**src/rtl/reg_stack.sv**
```systemverilog
// Parametrised LIFO register stack feeding the ALU operand inputs from the result bus.
// Optional next-of-stack port and double-pop input are enabled by defining REG_STACK_NOS_EN.
module reg_stack #(
  parameter int WIDTH = 16,
  parameter int DEPTH = 16,
  localparam int CNT_W = $clog2(DEPTH + 1)
) (
  input  logic             clk,
  input  logic             reset,
  input  logic             push,
  input  logic             pop,
`ifdef REG_STACK_NOS_EN
  input  logic             pop2,
  output logic [WIDTH-1:0] nos,
`endif
  input  logic [WIDTH-1:0] din,
  input  logic             clr_err,
  output logic [WIDTH-1:0] tos,
  output logic [CNT_W-1:0] count,
  output logic             empty,
  output logic             full,
  output logic             overflow,
  output logic             underflow
);

  localparam int AW = $clog2(DEPTH);

  logic [WIDTH-1:0] mem_q [DEPTH];
  logic [CNT_W-1:0] count_q, count_d;
  logic             overflow_q, overflow_d;
  logic             underflow_q, underflow_d;
  logic             mem_we;
  logic [AW-1:0]    mem_waddr;
  logic [AW-1:0]    top_idx;
  logic             is_empty, is_full;
  logic             pop2_op;

  assign is_empty = (count_q == '0);
  assign is_full  = (count_q == CNT_W'(DEPTH));
  // Only meaningful when non-empty; the wrapped value at count 0 is never used.
  assign top_idx  = AW'(count_q - CNT_W'(1));

`ifdef REG_STACK_NOS_EN
  assign pop2_op = pop2;
  assign nos     = (count_q >= CNT_W'(2)) ? mem_q[AW'(count_q - CNT_W'(2))] : '0;
`else
  assign pop2_op = 1'b0;
`endif

  always_comb begin
    count_d     = count_q;
    overflow_d  = clr_err ? 1'b0 : overflow_q;
    underflow_d = clr_err ? 1'b0 : underflow_q;
    mem_we      = 1'b0;
    mem_waddr   = top_idx;

    // Error setting comes after the clear so a new error in the same cycle wins.
    if (pop2_op) begin
      if (count_q >= CNT_W'(2)) begin
        if (push) begin
          count_d   = count_q - CNT_W'(1);
          mem_we    = 1'b1;
          mem_waddr = AW'(count_q - CNT_W'(2));
        end else begin
          count_d = count_q - CNT_W'(2);
        end
      end else begin
        underflow_d = 1'b1;
      end
    end else begin
      case ({push, pop})
        2'b10: begin
          if (!is_full) begin
            mem_we    = 1'b1;
            mem_waddr = AW'(count_q);
            count_d   = count_q + CNT_W'(1);
          end else begin
            overflow_d = 1'b1;
          end
        end
        2'b01: begin
          if (!is_empty) count_d = count_q - CNT_W'(1);
          else           underflow_d = 1'b1;
        end
        2'b11: begin
          mem_we = 1'b1;
          if (is_empty) begin
            mem_waddr = '0;
            count_d   = CNT_W'(1);
          end
        end
        default: ;
      endcase
    end
  end

  always_ff @(posedge clk or posedge reset) begin
    if (reset) begin
      count_q     <= '0;
      overflow_q  <= 1'b0;
      underflow_q <= 1'b0;
    end else begin
      count_q     <= count_d;
      overflow_q  <= overflow_d;
      underflow_q <= underflow_d;
    end
  end

  // Storage is deliberately not reset; writes are suppressed while reset is held.
  always_ff @(posedge clk) begin
    if (mem_we && !reset) mem_q[mem_waddr] <= din;
  end

  assign tos       = is_empty ? '0 : mem_q[top_idx];
  assign count     = count_q;
  assign empty     = is_empty;
  assign full      = is_full;
  assign overflow  = overflow_q;
  assign underflow = underflow_q;

endmodule

```
**config.mk**
```make
export PLATFORM = sky130hd
export DESIGN_NAME = reg_stack
export DESIGN_NICKNAME = d
export VERILOG_FILES = /design/src/rtl/reg_stack.sv
export SDC_FILE = /design/constraint.sdc
export NUM_CORES = 1
export LEC_CHECK = 0
export ABC_AREA = 0
export CORE_MARGIN = 4
export CORE_UTILIZATION = 50
export CTS_CLUSTER_SIZE = 40
export DETAILED_ROUTE_END_ITERATION = 8
export PLACE_DENSITY = 0.81
export SLEW_MARGIN = 20
export SYNTH_ARGS = -nofsm -noshare
export SYNTH_HDL_FRONTEND = slang
export SYNTH_SLANG_ARGS = --single-unit
```
**constraint.sdc**
```tcl
create_clock -name clk -period 4.3 [get_ports clk]
set_clock_uncertainty 0.2 [all_clocks]
set_input_delay 1.075 -clock clk [delete_from_list [all_inputs] [get_ports clk]]
set_output_delay 1.075 -clock clk [all_outputs]
set_load 0.05 [all_outputs]
```
* Word level (Yosys, flattened, before mapping) *
Memory sizes are Yosys's and may differ from the RTL's.
Index checks and enable logic that the tools add are counted.

word-level totals
  bits in registers = 7
  memory bits (writable) = 256
  input bits = 21
  output and inout port bits = 25
  memories kept = 1

operators by class
  add/subtract/negate cells = 2
  equal/unequal tests = 7
  muxes and demuxes = 18
  reduce and logical (&&, ||, !) cells = 5

memory list
  name   depth  bits a word  read ports  clocked after Yosys merged registers in  write ports  RTL line  text
  mem_q  16     16           1           0                                        1            28        logic [WIDTH-1:0] mem_q [DEPTH];

operators by type and width
  kind                   number
  $mux W16               1
  $mux W5                3
  $pmux W5 S3            1
  $mux W1                9
  $mux W4                2
  $pmux W4 S2            1
  $ne A2 B2 Y1 const B   3
  $add A5 B1 Y5 const B  1
  $eq A5 B5 Y1 const B   1
  $logic_not A5 Y1       1
  $sub A5 B1 Y5 const B  1
  $eq A2 B2 Y1 const B   2
  $reduce_and A4 Y1      1
  $reduce_bool A3 Y1     1
  $eq A2 B1 Y1 const B   1
  $pmux W1 S2            1
  $logic_and A1 B1 Y1    1
  $logic_not A1 Y1       1

* Logic depth before layout (Yosys ltp) *
  depth after elaboration = 6
  mapped depth = 11
  gate-level depth less buffers = 7

* Worst setup path before layout *
OpenSTA, ideal clock, no wires.

  path type = reg2reg
  from = reg count_q[0] (netlist: count[0])
  to = mem mem_q[0][0] (enable)
  arrival = 4.197 ns
  required time = 3.670 ns
  slack = -0.527 ns
  stages on the path, launching flop included = 12
  path buffers = 4
  period minus slack after synthesis = 4.827 ns
  cell sequence = dfrtp_1 > clkbuf_1 > buf_2 > buf_2 > inv_1 > ha_1 > nand4bb_1 > buf_2 > inv_1 > o21ai_0 > o22a_1 > nor4_1

between the ends
  word-level cells in the longest chain between the ends = 6

ends and longest elaborated chain
  element                        RTL line  text
  start, declared                29        logic [CNT_W-1:0] count_q, count_d;
  start signal, assigned         103       count_q <= count_d;
  $eq A5 B5 Y1 (*)               39        assign is_full = (count_q == CNT_W'(DEPTH));
  net full                       21        output logic full,
  $mux W1                        73        if (!is_full) begin
  $pmux W1 S2                    71        case ({push, pop})
  $logic_and A1 B1 Y1            111       if (mem_we && !reset) mem_q[mem_waddr] <= din;
  $mux W1                        111
  $mux W1 (not written as such)  111
  end, declared                  28

Mark *: on every way through the listed nets, which the timed path passes. The rest lies on a longest branch.

* Worst setup path after layout *
  from = reg count_q[0] (netlist: count[0])
  to = out empty

between the ends
  word-level cells in the longest chain between the ends = 1

ends and longest elaborated chain
  element           RTL line  text
  $logic_not A5 Y1  38        assign is_empty = (count_q == '0);
  end, declared     20        output logic empty,

No other way between the ends.

==> metrics.txt <==
final setup fails 0; VDD IR max 0.000483 V; H-tree lvl count 1; initial antenna violation count 0; slew at the pin closest to its max-slew limit 1.04 ns; crit-path cells inv_1 > ha_2 > or4b_4 > inv_1 > clkdlybuf4s50_1; Area Growth Syn to Fin 18.5%; max cap viols 0; leakage 4.08 nW; largest net degree at the start of global routing 54; achievable frequency 0.239 GHz; Buf+Inv Stages, Crit Path 3; share of total power in combinational logic 48.3%; hold wc startpoint overflow$_DFF_PP0_; Psw 4.02 mW; Final Hold Vio Count 0; die width 153 um; Synth Area in Simple Gates 2.84%; clock share of power 21.2%; Pwr Density 815 nW/um^2; placed inst area 11,700 um^2; Fill cells 1,394; xor-xnor portion of the synthesized cell area 0.237%; Worst path most repeated cell inv_1; startpoint types register; Post-synth EDFFs 256; post-route antenna net violation count 0; Adder-Cell Fraction of Synth Area 0.355%; Placed Cells 824; outcome finished, final reports clean; Starting DRT DRC Count 435; fin crit period 4.18 ns; Starting Density 51.5%; first-pass GRT wire length 34.7 mm; DR pass1 iterations 7; routed vias 5,395; Total Routing Usage GR 19.3%; Hold Path Class register to register; CP required 3.02 ns; post-route insts no fill 871; diode count 0; CTS tree done; Largest stage delay, worst path 0.80 ns; Worst path slowest cell clkdlybuf4s50_1; crit path kind register to output port; WP data arrival 2.90 ns; ys flop type edfxtp_1; final hold slack 0.353 ns; gr ovfl total 0; Seq/Total Area, Yosys 74.4%; worst slack, placed 0.348 ns; YS warnings 0; fin crit share 97.2%; die height 153 um; Async S/R FF share, synth 2.66%; crit-path leading delay family buffers and inverters; clock latency on the worst-skew pair 0.52 ns; die footprint 23,500 um^2; Vias/cell 6.19; Site Rows 52; Core Box Area 20,500 um^2; DRC viols 0; total power 10.2 mW; mux cell area share after synthesis 16.7%; Sink Count 263; post-synthesis cell type count 47; dpl hpwl 13.4 mm; number of global-route vias before repair 5,589; Crit. Startpoint count[0]$_DFFE_PP0P_; root buf cell clkbuf_16; post-synthesis register bit count 263; CP endpoint kind output port; Avg Cell Area, Syn 20.7 um^2; DR WL/cell 25.6 um; Setup WS post-layout 0.120 ns; max-slew violations 0; FF-to-FF Start count[0]$_DFFE_PP0P_; IO buf count 45; switching portion of total power 39.4%; Clock transition at path regs 0.06 ns; Int Pwr 6.19 mW; unrepaired setup endpoints after global routing false; Post-Syn Area 10,600 um^2; Worst Path Max Fanout 9; Slew HR 30.3%; share of cells above drive strength 1 31.3%; deepest clock path buffer count 3; post-route cell area 12,500 um^2; I/O pins 46; Post-Route WL 22.3 mm; CTS Buf Count 26; Synth Area in Compound Gates 3.68%; Mapped Nets 535; cells after synthesis 511; RePlAce Congestion 0.903; main combinational cell family by area after synthesis multiplexers; Final Net Count 606; Seq pwr share 30.5%
==> cells by family (layout without fill, tap and decap cells) <==
kind of cell / count (synthesis) / after routing
AND/OR/NAND/NOR: 52 / 52
flip-flops: 263 / 263
buffers and inverters: 41 / 131
multiplexers: 96 / 96
XOR/XNOR: 2 / 2
AO/OA/AOI/OAI: 54 / 54
adder cells (fa/ha/maj): 3 / 3
==> cells in the final DEF (no fill, tap or decap), drive strengths merged, types with 8 or more instances in the layout <==
cell	synthesis	routed
buf	16	46
clkbuf	16	33
clkdlybuf4s50	0	29
clkinv	0	10
edfxtp	256	256
inv	9	11
mux2i	32	32
mux4	64	64
nor2	8	8
nor4	12	12
o22ai	18	18
==> tightest hold or removal path, delay by kind of cell (launching register included) <==
family	cells	cell delay, ns
AO/OA/AOI/OAI	1	0.07
buffers and inverters	1	0.06
flip-flops	1	0.38
==> metal layers <==
| layer | routed length [um] | vias to the layer above | GRT usage, % |
|---|---|---|---|
| li1 | - | 2308 | - |
| met1 | 9050 | 2840 | 27.8 |
| met2 | 10900 | 199 | 30.7 |
| met3 | 1620 | 48 | 2.74 |
| met4 | 733 | 0 | 6.90 |
| met5 | 0 | - | 0 |
==> Yosys cell counts, drive strengths merged, types with 3 or more instances <==
library cell	count	area [um^2]
nor3	7	35.0
dfrtp	7	175
mux2i	32	320
clkbuf	16	61.3
nor2	8	30.0
inv	9	33.8
o21ai	7	35.0
nand2b	3	18.8
o22ai	18	113
a22oi	3	22.5
nand2	6	22.5
a21oi	6	30.0
o211ai	3	22.5
ha	3	37.5
edfxtp	256	7690
buf	16	92.6
nand3	5	25.0
nor4	12	75.1
mux4	64	1440
==> final timing paths <==
| path | slack [ns] | end | cells past startpoint |
|---|---|---|---|
| max | 0.12 | empty | 5 |
| min | 0.35 | overflow$_DFF_PP0_ | 2 |
| max reg2reg | 0.98 | mem_q[1][10]$_DFFE_PP_ | 7 |
| min reg2reg | 0.35 | overflow$_DFF_PP0_ | 2 |
| max in group asynchronous | 3.12 | count[0]$_DFFE_PP0P_ | 3 |
| min in group asynchronous | 0.62 | underflow$_DFF_PP0_ | 3 |
==> final cells by class <==
cell class / count / area, um^2 / share of cell area (%)
clock buffer: 33 / 698 / 5.57
clock inverter: 14 / 128 / 1.02
inverter: 9 / 33.8 / 0.270
multi-input combinational: 207 / 2770 / 22.1
sequential: 263 / 7870 / 62.8
tap: 270 / 338 / 2.70
timing repair buffer: 75 / 686 / 5.48
==> what timing repair did <==
item                                    CTS  global route
hold buffers                              0             0
buffers inserted                          0             0
gates resized for setup                   0             2
endpoints found under the setup margin    0             3
==> power groups by stage <==
stage | sequential [mW] | combinational [mW] | clock [mW]
finish | 3.11 | 4.94 | 2.16
CTS | 3.11 | 4.96 | 2.21
global route | 3.13 | 5.18 | 2.33
detailed placement | 3.16 | 4.91 | 0
floorplan | 3.21 | 3.40 | 0
global placement | 3.15 | 4.86 | 0
==> metrics by stage <==
stage / utilization [%] / TNS [ns]
3_3_place_gp: 57.1 / 0
3_5_place_dp: 57.1 / 0
6_report: 61.1 / 0
4_1_cts: 61.1 / 0
5_1_grt: 61.1 / 0
2_1_floorplan: - / -50.52
==> registers in the layout, summed over array words and instances, names as in the netlist <==
signal	cells
count	5
overflow	1
mem_q	256
underflow	1
No activity file was read; power rests on OpenSTA's default activity.
